$ cat config.mk
export PLATFORM = sky130hd
export DESIGN_NAME = arbitro_mux_2bits_flat
export DESIGN_NICKNAME = d
export VERILOG_FILES = /design/src/rtl/arbitro_mux_2bits_if.sv /design/src/rtl/arbitro_mux_2bits.sv /design/src/flat_wrapper.sv
export SDC_FILE = /design/constraint.sdc
export NUM_CORES = 1
export LEC_CHECK = 0
export CORE_MARGIN = 4
export CORE_UTILIZATION = 54
export DETAILED_ROUTE_END_ITERATION = 8
export HOLD_SLACK_MARGIN = 0.05
export PLACE_DENSITY_LB_ADDON = 0.2
export SYNTH_ARGS = -nofsm -noshare
export SYNTH_HDL_FRONTEND = slang
export SYNTH_SLANG_ARGS = --single-unit
$ cat constraint.sdc
create_clock -name clock -period 2.4 [get_ports clock]
set_input_delay 0.24 -clock clock [delete_from_list [all_inputs] [get_ports clock]]
set_output_delay 0.24 -clock clock [all_outputs]
set_load 0.05 [all_outputs]
$ cat src/rtl/arbitro_mux_2bits_if.sv
// Request/release/grant bundle shared by the two requesters
// and the 2-bit path arbiter.
interface arbitro_mux_2bits_if;
   logic req1;
   logic req2;
   logic fim1;
   logic fim2;
   logic gnt1;
   logic gnt2;
   logic controle;
   logic ocupado;
   logic preempcao;

   modport master (
      output req1, req2, fim1, fim2,
      input  gnt1, gnt2, controle, ocupado, preempcao
   );

   modport slave (
      input  req1, req2, fim1, fim2,
      output gnt1, gnt2, controle, ocupado, preempcao
   );
endinterface

$ cat src/rtl/arbitro_mux_2bits.sv
// Two-requester arbiter for a shared 2-bit MUX path with
// alternating tie priority and timeout preemption.
module arbitro_mux_2bits #(
   parameter int TEMPO_MAX = 8
) (
   input logic clock,
   input logic reset,
   arbitro_mux_2bits_if.slave bus
);
   typedef enum logic [1:0] {
      LIVRE,
      CONCEDE1,
      CONCEDE2
   } estado_t;

   localparam logic [7:0] LIMITE = 8'(TEMPO_MAX - 1);

   estado_t estado, estado_n;
   logic [7:0] cnt, cnt_n;
   logic ultimo, ultimo_n;
   logic controle, controle_n;
   logic preempcao, preempcao_n;
   logic solta, expira;

   always_ff @(posedge clock) begin
      if (reset) begin
         estado    <= LIVRE;
         cnt       <= '0;
         ultimo    <= 1'b1;
         controle  <= 1'b0;
         preempcao <= 1'b0;
      end else begin
         estado    <= estado_n;
         cnt       <= cnt_n;
         ultimo    <= ultimo_n;
         controle  <= controle_n;
         preempcao <= preempcao_n;
      end
   end

   always_comb begin
      estado_n    = estado;
      cnt_n       = cnt;
      ultimo_n    = ultimo;
      controle_n  = controle;
      preempcao_n = 1'b0;
      solta       = 1'b0;
      expira      = 1'b0;
      unique case (estado)
         LIVRE: begin
            // on a tie the requester not served last wins
            if (bus.req1 && (!bus.req2 || ultimo)) begin
               estado_n   = CONCEDE1;
               cnt_n      = '0;
               ultimo_n   = 1'b0;
               controle_n = 1'b0;
            end else if (bus.req2) begin
               estado_n   = CONCEDE2;
               cnt_n      = '0;
               ultimo_n   = 1'b1;
               controle_n = 1'b1;
            end
         end
         CONCEDE1: begin
            solta  = bus.fim1 || !bus.req1;
            expira = (cnt == LIMITE) && bus.req2;
            if (solta || expira) begin
               if (bus.req2) begin
                  estado_n    = CONCEDE2;
                  cnt_n       = '0;
                  ultimo_n    = 1'b1;
                  controle_n  = 1'b1;
                  preempcao_n = !solta;
               end else begin
                  estado_n = LIVRE;
               end
            end else if (cnt != LIMITE) begin
               cnt_n = cnt + 8'd1;
            end
         end
         CONCEDE2: begin
            solta  = bus.fim2 || !bus.req2;
            expira = (cnt == LIMITE) && bus.req1;
            if (solta || expira) begin
               if (bus.req1) begin
                  estado_n    = CONCEDE1;
                  cnt_n       = '0;
                  ultimo_n    = 1'b0;
                  controle_n  = 1'b0;
                  preempcao_n = !solta;
               end else begin
                  estado_n = LIVRE;
               end
            end else if (cnt != LIMITE) begin
               cnt_n = cnt + 8'd1;
            end
         end
         default: begin
            estado_n = LIVRE;
         end
      endcase
   end

   assign bus.gnt1      = (estado == CONCEDE1);
   assign bus.gnt2      = (estado == CONCEDE2);
   assign bus.ocupado   = (estado != LIVRE);
   assign bus.controle  = controle;
   assign bus.preempcao = preempcao;
endmodule
$ cat src/flat_wrapper.sv
// flat-port wrapper written by rule: the top's interface ports become plain ports
module arbitro_mux_2bits_flat 
#(
   parameter int TEMPO_MAX = 8
)
  (clock, reset, bus_req1, bus_req2, bus_fim1, bus_fim2, bus_gnt1, bus_gnt2, bus_controle, bus_ocupado, bus_preempcao);
  arbitro_mux_2bits_if bus_i ();
  input logic clock;
  input logic reset;
  input wire logic [$bits(bus_i.req1)-1:0] bus_req1;
  input wire logic [$bits(bus_i.req2)-1:0] bus_req2;
  input wire logic [$bits(bus_i.fim1)-1:0] bus_fim1;
  input wire logic [$bits(bus_i.fim2)-1:0] bus_fim2;
  output wire logic [$bits(bus_i.gnt1)-1:0] bus_gnt1;
  output wire logic [$bits(bus_i.gnt2)-1:0] bus_gnt2;
  output wire logic [$bits(bus_i.controle)-1:0] bus_controle;
  output wire logic [$bits(bus_i.ocupado)-1:0] bus_ocupado;
  output wire logic [$bits(bus_i.preempcao)-1:0] bus_preempcao;
  assign bus_i.req1 = bus_req1;
  assign bus_i.req2 = bus_req2;
  assign bus_i.fim1 = bus_fim1;
  assign bus_i.fim2 = bus_fim2;
  assign bus_gnt1 = bus_i.gnt1;
  assign bus_gnt2 = bus_i.gnt2;
  assign bus_controle = bus_i.controle;
  assign bus_ocupado = bus_i.ocupado;
  assign bus_preempcao = bus_i.preempcao;
  arbitro_mux_2bits #(.TEMPO_MAX(TEMPO_MAX)) u_core (.clock(clock), .reset(reset), .bus(bus_i));
endmodule
Yosys cells after proc, flatten, opt, wreduce, memory -nomap -nowiden
Cells that the tools add are included.

storage, ports and cells
  register bits after elaboration = 13
  word-level logic and storage cells = 62

cells by class
  add/subtract/negate cells = 1
  equality and inequality tests = 9
  muxes and demuxes = 29
  reductions and logical operators = 18

operators by type and width
  operator                                               count
  two-way mux 8 bit                                      6
  one-hot mux 8 bit (3 select lines)                     1
  two-way mux 1 bit                                      13
  two-way mux 2 bit                                      5
  adder 8 x 1 -> 8 bit, second input constant            1
  equality test 8 x 3 -> 1 bit, second input constant    1
  inequality test 8 x 3 -> 1 bit, second input constant  1
  one-hot mux 1 bit (3 select lines)                     2
  one-hot mux 2 bit (3 select lines)                     1
  logical OR 1 bit                                       5
  zero test 1 bit                                        4
  inequality test 2 x 1 -> 1 bit, second input constant  2
  AND reduction 4 bit                                    1
  logical AND 1 bit                                      3
  inequality test 3 x 2 -> 1 bit, second input constant  1
  inequality test 3 bit, second input constant           1
  AND reduction 3 bit                                    1
  nonzero test 3 bit                                     1
  equality test 2 x 1 -> 1 bit, second input constant    1
  equality test 2 bit, second input constant             1
  zero test 2 bit                                        1
  inequality test 2 bit, second input constant           1
  one-hot mux 1 bit (2 select lines)                     1
  AND reduction 2 bit                                    1
  nonzero test 2 bit                                     1

Longest topological paths before layout
  depth in word-level cells = 6
  depth in mapped cells = 7
  depth with buffers taken out = 6

Least setup slack after synthesis
No wires, ideal clock.

  path type = reg-to-reg
  start point = register u_core.estado[0]
  end point = register u_core.controle (netlist: u_core.bus.controle)
  arrival time = 2.185 ns
  setup slack = 0.096 ns
  cell stages (with the launch flop) = 8
  path buffers = 1
  clock period less this slack = 2.304 ns
  cell sequence = dfxtp_1 > inv_1 > ha_1 > nor3b_1 > or4_1 > buf_2 > a211o_1 > o221a_1

between the ends
  longest elaborated chain between the ends = 3
  elaborated cells between the ends (all ways) = 9
  classes of those cells = 5 x eq/ne; 1 x mux; 3 x reduce/logical

ends and longest elaborated chain
  what                                                                  line                     text
  from (decl)                                                           arbitro_mux_2bits.sv:18  estado_t estado, estado_n;
  from (signal assigned)                                                arbitro_mux_2bits.sv:33  estado <= estado_n;
  equality test 2 bit *                                                 n/a
  net bus_gnt2                                                          flat_wrapper.sv:15       output wire logic [$bits(bus_i.gnt2)-1:0] bus_gnt2;
  inequality test 2 bit (no source line), or another cell as far along  n/a
  AND reduction 4 bit (no source line)                                  n/a
  to (signal assigned)                                                  arbitro_mux_2bits.sv:36  controle <= controle_n;
  to (decl)                                                             arbitro_mux_2bits.sv:21  logic controle, controle_n;

Mark *: on every way through the listed nets, which the timed path passes. The rest lies on a longest branch.
A chain may end at the register's enable or synchronous reset.

Final worst setup path
  start point = register u_core.cnt[3]
  end point = register u_core.controle (netlist: u_core.bus.controle)

between the ends
  longest elaborated chain between the ends = 5
  elaborated cells between the ends (all ways) = 8
  classes of those cells = 3 x eq/ne; 5 x reduce/logical

ends and longest elaborated chain
  what                                             line                                              text
  from (decl)                                      arbitro_mux_2bits.sv:19                           logic [7:0] cnt, cnt_n;
  from (signal assigned)                           arbitro_mux_2bits.sv:34                           cnt <= cnt_n;
  equality test 8 x 3 -> 1 bit *                   arbitro_mux_2bits.sv:66, arbitro_mux_2bits.sv:83
  logical AND 1 bit (on tied branches)             arbitro_mux_2bits.sv:83, arbitro_mux_2bits.sv:66
  logical OR 1 bit (on tied branches)              arbitro_mux_2bits.sv:84, arbitro_mux_2bits.sv:67
  inequality test 2 x 1 -> 1 bit (no source line)  n/a
  AND reduction 4 bit (no source line) *           n/a

Every way passes the cells marked *; elsewhere a longest branch is shown, timed or not.

==> results.tsv <==
metric	value	unit
Syn Area/Cell	8.24	sq um
pwr dens	752	nW/um^2
H-tree depth	1	
placed cells	150	
Slowest-stage cell, CP	or4_1	
Fin Setup TNS	0	ns
setup violators final	0	
post-cts repair resize count	0	
number of flops mapped to enable cells by yosys	0	
R2R Setup Slk	0.24	ns
hold_buf cts	0	
crit path kind	flop to flop	
Tightest Hold Check Type	flop to flop	
endpoints failing hold	0	
most frequent cells after synthesis	dfxtp_1 (13), inv_1 (13), nand2_1 (8)	
Port Buffers	10	
number of setup buffers added after CTS	0	
worst vdd ir	0.558	mV
vias in the first global route	770	
clock latency on the worst-skew pair	0.29	ns
WP data arrival	2.34	ns
period utilization	89.9	%
crit path from	u_core.cnt[3]	
Final nets	142	
Design Area, Final	1110	sq um
Slew @ Worst Pin	0.502	ns
clk sinks	13	
Yosys cell types	45	
Placeable Area	1590	sq um
# diodes	0	
Die Ht	50.1	microns
Pre-Repair DR Iteration Count	4	
routability cong.	0.840	
pin count of the biggest net entering global routing	11	
Max Slew Vio Count	0	
Critical Path RT	2.58	ns
root buf cell	clkbuf_4	
GRT Resource Usage Total	17.6	%
# IOs	11	
sequential power share	31.9	%
Initial Util	60.0	%
Synth Flop Type	dfxtp_1	
Layout Cells excl Fill	154	
RSZ-0062 raised after global routing	no	
Area after DPL	1080	sq um
Final Skew	0.00367	ns
DR vias/cell	5.84	
DIE AREA	2510	sq um
CTS Buf Count	3	
CP peak stage delay	0.59	ns
register bit total from synthesis	13	
Synth async-reset ratio	0	%
final global-route overflow total	0	
cell taking the most area after synthesis	dfxtp_1	
area grow syn2layout	16.4	%
drc violations	0	
worst setup path end	u_core.bus.controle	
num rows	14	
share of cells above drive strength 1	13.1	%
post-synth top area share	27.2	%
Net Switching	0.358	mW
CTS tree	done	
post-route ant nets	0	
Startpoint Class	flop	
CTS max path bufs	2	
Critical R2R Launch	u_core.cnt[3]	
first-pass GRT wire length	3410	microns
Leak	0.438	nW
Avg WL per Cell	14.0	microns
worst r2r dst	u_core.bus.controle	
Synth area leaders	dfxtp_1 (27%), ha_1 (6.5%), inv_1 (5.1%)	
Int Power	0.478	mW
min Tclk post-route	2.16	ns
Clk pwr share	17.0	%
Initial DRC Count	45	
crit end category	flop	
worst r2r path cells	4	
FMAX	464	MHz
sequential element share of the synthesized area	27.2	%
relative slew slack	66.4	%
Synth Warn #	0	
die width	50.1	microns
Mapped Area	956	sq um
CP cell instances	or4_4 > or4_1 > a211o_1 > o221a_1	
Synthesized Nets	127	
status	finished, final reports clean	
Net Sw Frac	42.8	%
initial antenna violation count	0	
Critical Path Fanout Max	7	
via count	899	
logic gate share of total power	51.1	%
cell count after synthesis	116	
Worst-path clk slew	0.09	ns
Fill cells	130	
drt total wl	2150	microns
Detailed Place HPWL	1650	microns
MaxCap Viol Count	0	
==> through the flow <==
step	power, mW	util [%]	hold WS (ns)	worst slack, ns
detailed placement	0.696	68.1	0.487	0.260
CTS	0.837	69.8	0.507	0.245
global route	0.885	69.8	0.535	0.163
floorplan	0.580	-	0.309	0.0961
finish	0.837	69.8	0.504	0.243
global placement	0.686	68.1	0.483	0.287
==> placed cells by master (no fill, tap or decap), types with 4 or more instances in the layout <==
cell / synthesis / final
inv_1: 13 / 13
dfxtp_1: 13 / 13
clkdlybuf4s50_1: 0 / 10
nand2_1: 8 / 8
a21oi_1: 6 / 6
nor2_1: 6 / 6
nand2b_1: 5 / 5
nand3_1: 5 / 5
ha_1: 5 / 5
buf_4: 0 / 4
==> sequential cells by signal, indices dropped and copies added, names as in the netlist <==
name                  cells
u_core.cnt                8
u_core.estado             2
u_core.ultimo             1
u_core.bus.controle       1
u_core.bus.preempcao      1
==> area by class of cell <==
class                   count  area (sq um)  share of cell area (%)
clock inverters             1          5.00                   0.450
inverters                  13          48.8                    4.39
well taps                  24          30.0                    2.70
repair buffers             14           130                    11.7
clock buffers               3          22.5                    2.02
multi-input cells          86           616                    55.3
flip-flops and latches     13           260                    23.4
==> worst max-delay path, delay by kind of cell, from the launching register on <==
| kind | cells | cell delay (ns) |
|---|---|---|
| and+or+nand+nor | 2 | 1.14 |
| AOI/OAI and AO/OA | 2 | 0.56 |
| DFF | 1 | 0.36 |
==> power by group through the flow <==
stage / logic [mW] / clock network, mW / registers (mW)
floorplan: 0.296 / 0 / 0.284
global placement: 0.417 / 0 / 0.269
detailed placement: 0.423 / 0 / 0.273
CTS: 0.426 / 0.144 / 0.267
global route: 0.457 / 0.157 / 0.271
finish: 0.428 / 0.142 / 0.267
==> worst min path at each step <==
stage                   from            end  slack (ns)  cells after the start
2_1_floorplan          reset  u_core.cnt[3]        0.31                      1
3_3_place_gp   u_core.cnt[7]  u_core.cnt[7]        0.48                      2
3_5_place_dp   u_core.cnt[4]  u_core.cnt[4]        0.49                      1
4_1_cts        u_core.cnt[7]  u_core.cnt[7]        0.51                      2
5_1_grt        u_core.cnt[7]  u_core.cnt[7]        0.54                      2
6_report       u_core.cnt[1]  u_core.cnt[1]        0.50                      2
==> kinds of logic (layout without fill, tap and decap cells) <==
| logic type | after synthesis | count (layout) | synth area share, % |
|---|---|---|---|
| flip-flops | 13 | 13 | 27.2 |
| AO/OA/AOI/OAI | 33 | 33 | 25.3 |
| buffers and inverters | 17 | 31 | 8.38 |
| AND/OR/NAND/NOR | 43 | 43 | 27.6 |
| XOR/XNOR | 2 | 2 | 1.83 |
| adder cells (fa/ha/maj) | 5 | 5 | 6.54 |
| multiplexers | 3 | 3 | 3.14 |
==> layer usage <==
| metal | share of wire [%] | wire, microns | track usage, % | up-vias |
|---|---|---|---|---|
| li1 | - | - | - | 458 |
| met1 | 50 | 1070 | 25.2 | 401 |
| met2 | 42 | 908 | 25.0 | 37 |
| met4 | 0.65 | 14 | 4.15 | 0 |
| met5 | 0 | 0 | 0 | - |
| met3 | 7.4 | 160 | 5.72 | 3 |
(Power assumes the default switching activity.)
==> edit: new RTL, same settings <==
Compare `cnt` against `LIMITE` with >= in place of ==.
--- a/src/rtl/arbitro_mux_2bits.sv
+++ b/src/rtl/arbitro_mux_2bits.sv
@@ -65,3 +65,3 @@
             solta  = bus.fim1 || !bus.req1;
-            expira = (cnt == LIMITE) && bus.req2;
+            expira = (cnt >= LIMITE) && bus.req2;
             if (solta || expira) begin
Behaviour: no difference found for any inputs over 10 cycles, from zero or initial values and one cycle with reset high; that may be too few to reach the edited logic, so the function may still have changed.
==> edit against the original RTL <==
Sequential cell count is the same. Combinational power shrank 4%. Cell area grew 0.34%. Synthesized cell count grew 3.4%. Power shrank 3.6%. Final cell count grew 1.9%. Worst setup slack gained 0.024 ns. Wire length grew 15%. Worst hold slack gained 0.0070 ns. Area after synthesis is the same. Global-route usage grew 3.9 points. Critical path type is now reg -> out. Critical endpoint is now bus_gnt2. Largest cell class unchanged. Largest power group unchanged. Highest routed layer unchanged.
==> edit: results (changes against the original RTL) <==
- Status: complete, no violations
- Hold EP: u_core.ultimo$_SDFFE_PP1P_
- Drt initial violations: 71 (+58%)
- Final hold vios: 0 (unchanged)
- Worst endpoint data arrival time: 1.89 ns (-0.45 ns)
- Clock latency on the worst-skew pair: 0.28 ns
- Sw frac: 0.4332 (+0.004725)
- Synthesis warning total: 0 (unchanged)
- Total CTS buffers: 3 (unchanged)
- Hold depth: 2 (unchanged)
- Register clock-pin slew on the reported worst setup and hold paths: about 0.08 ns
- GRT Total Usage: 0.2147 (+0.03866)
- Largest net degree at the start of global routing: 14 (+3)
- Layout cells sized above 1: 0.06767 (-0.06310)
- Final #Nets: 145 (+2.1%)
- Net Count, Synth: 131 (+3.1%)
- Register-to-register setup slack: 0.34 ns (+0.10 ns)
- Hold WC Path Type: reg -> reg
- Worst-path fanout max: 8 (+1)
- Setup WS pre-CTS: 0.2650 ns (+0.005430 ns)
- Routed WL: 2.473 mm (+15%)
- Leading registers by flop count: u_core.cnt x8, u_core.estado x2
- # Post-CTS Setup Buffers: 0 (unchanged)
- IO Port Bufs: 10 (unchanged)
- First drt pass iteration count: 4 (unchanged)
- Antenna violations before repair: 0 (unchanged)
- Global-route wire length before repair: 4.229 mm (+24%)
- Reg-to-reg endpoint: u_core.ultimo$_SDFFE_PP1P_
- Maximum vdd drop: 0.5730 mV (+2.8%)
- Vias in the first global route: 912 (+18%)
- Detail Placement HPWL: 1.844 mm (+11%)
- Most instantiated cells after synthesis: dfxtp_1, nand2b_1, nand2_1, nor2_1
- Clk root buf: clkbuf_4
- Clock Tree Buf Depth: 2 (unchanged)
- Worst Skew: 0.004539 ns (+0.0008646 ns)
- Leak: 0.4243 nW (-3.1%)
- Reg2Reg Depth: 5 (+1)
- Slowest CP cell: clkdlybuf4s50_1
- RD Place Congestion: 0.9320 (+11%)
- FF-to-FF Start: u_core.cnt[3]$_SDFFE_PP0P_
- Slew HR: 0.6156 (-0.04840)
- H-tree depth: 1 (unchanged)
- Worst hold start: u_core.ultimo$_SDFFE_PP1P_
- Via density: 6.478 (+11%)
- Delay of the slowest critical-path stage: 0.86 ns (+0.27 ns)
- Distinct cells, synth: 46 (+2.2%)
- Top post-synthesis cells by area: dfxtp_1, ha_1, nand2b_1
## edit: stage by stage
| step | area (sq um) | hold WS (ns) | std cells |
|---|---|---|---|
| detailed placement | 1090 | 0.4957 | 153 |
| global route | 1116 | 0.5432 | 157 |
| floorplan | 955.9 | 0.4304 | 120 |
| global placement | 1090 | 0.4758 | 153 |
| finish | 1116 | 0.5110 | 157 |
| CTS | 1116 | 0.5169 | 157 |
## edit: routing by layer
metal / vias to the layer above / track usage / wire, um
met1: 467 / 0.2788 / 1045
met4: 0 / 0.07373 / 32
met3: 6 / 0.04217 / 231
met2: 64 / 0.3478 / 1164
li1: 480 / - / -
met5: - / 0 / 0
## edit: logic make-up (layout without fill, tap and decap cells)
logic type                 Yosys count  after routing  synth area share
and+or+nand+nor                     55             55            0.3312
adders and majority gates            5              5           0.06545
AOI/OAI and AO/OA                   35             35            0.2657
buffers and inverters                9             22           0.03534
muxes                                2              2           0.02094
xor gates and xnor gates             1              1          0.009164
DFF                                 13             13            0.2723
## edit: worst max-delay path, delay by kind of cell (launching register included)
family     cells  cell delay [ns]
fa+ha+maj      1             0.32
buf+inv        2             0.94
flops          1             0.34
## edit: how the worst max path moves through the flow
stage                                              from                            end  slack, ns  cells past startpoint
after floorplan           u_core.estado[1]$_SDFFE_PP0P_     u_core.cnt[3]$_SDFFE_PP0P_       0.43                      7
after global placement                         bus_req1     u_core.cnt[3]$_SDFFE_PP0P_       0.31                      6
after detailed placement                       bus_req1  u_core.estado[1]$_SDFFE_PP0P_       0.26                      6
after CTS                 u_core.estado[0]$_SDFFE_PP0P_                       bus_gnt2       0.26                      3
after global routing      u_core.estado[0]$_SDFFE_PP0P_                       bus_gnt2       0.16                      3
final                     u_core.estado[0]$_SDFFE_PP0P_                       bus_gnt2       0.27                      3
## edit: power by group through the flow
stage	registers [mW]	logic, mW	clock network [mW]
floorplan	0.272	0.278	0
global route	0.256	0.448	0.154
CTS	0.253	0.407	0.143
global placement	0.256	0.394	0
finish	0.253	0.412	0.141
detailed placement	0.258	0.403	0
## edit: area by class of cell
type | instances | area, sq um
sequential | 13 | 260.3
timing repair buffer | 12 | 115.1
multi-input combinational | 98 | 661.9
clock buffer | 4 | 26.28
tap | 24 | 30.03
inverter | 6 | 22.52
fill | 147 | 478.0
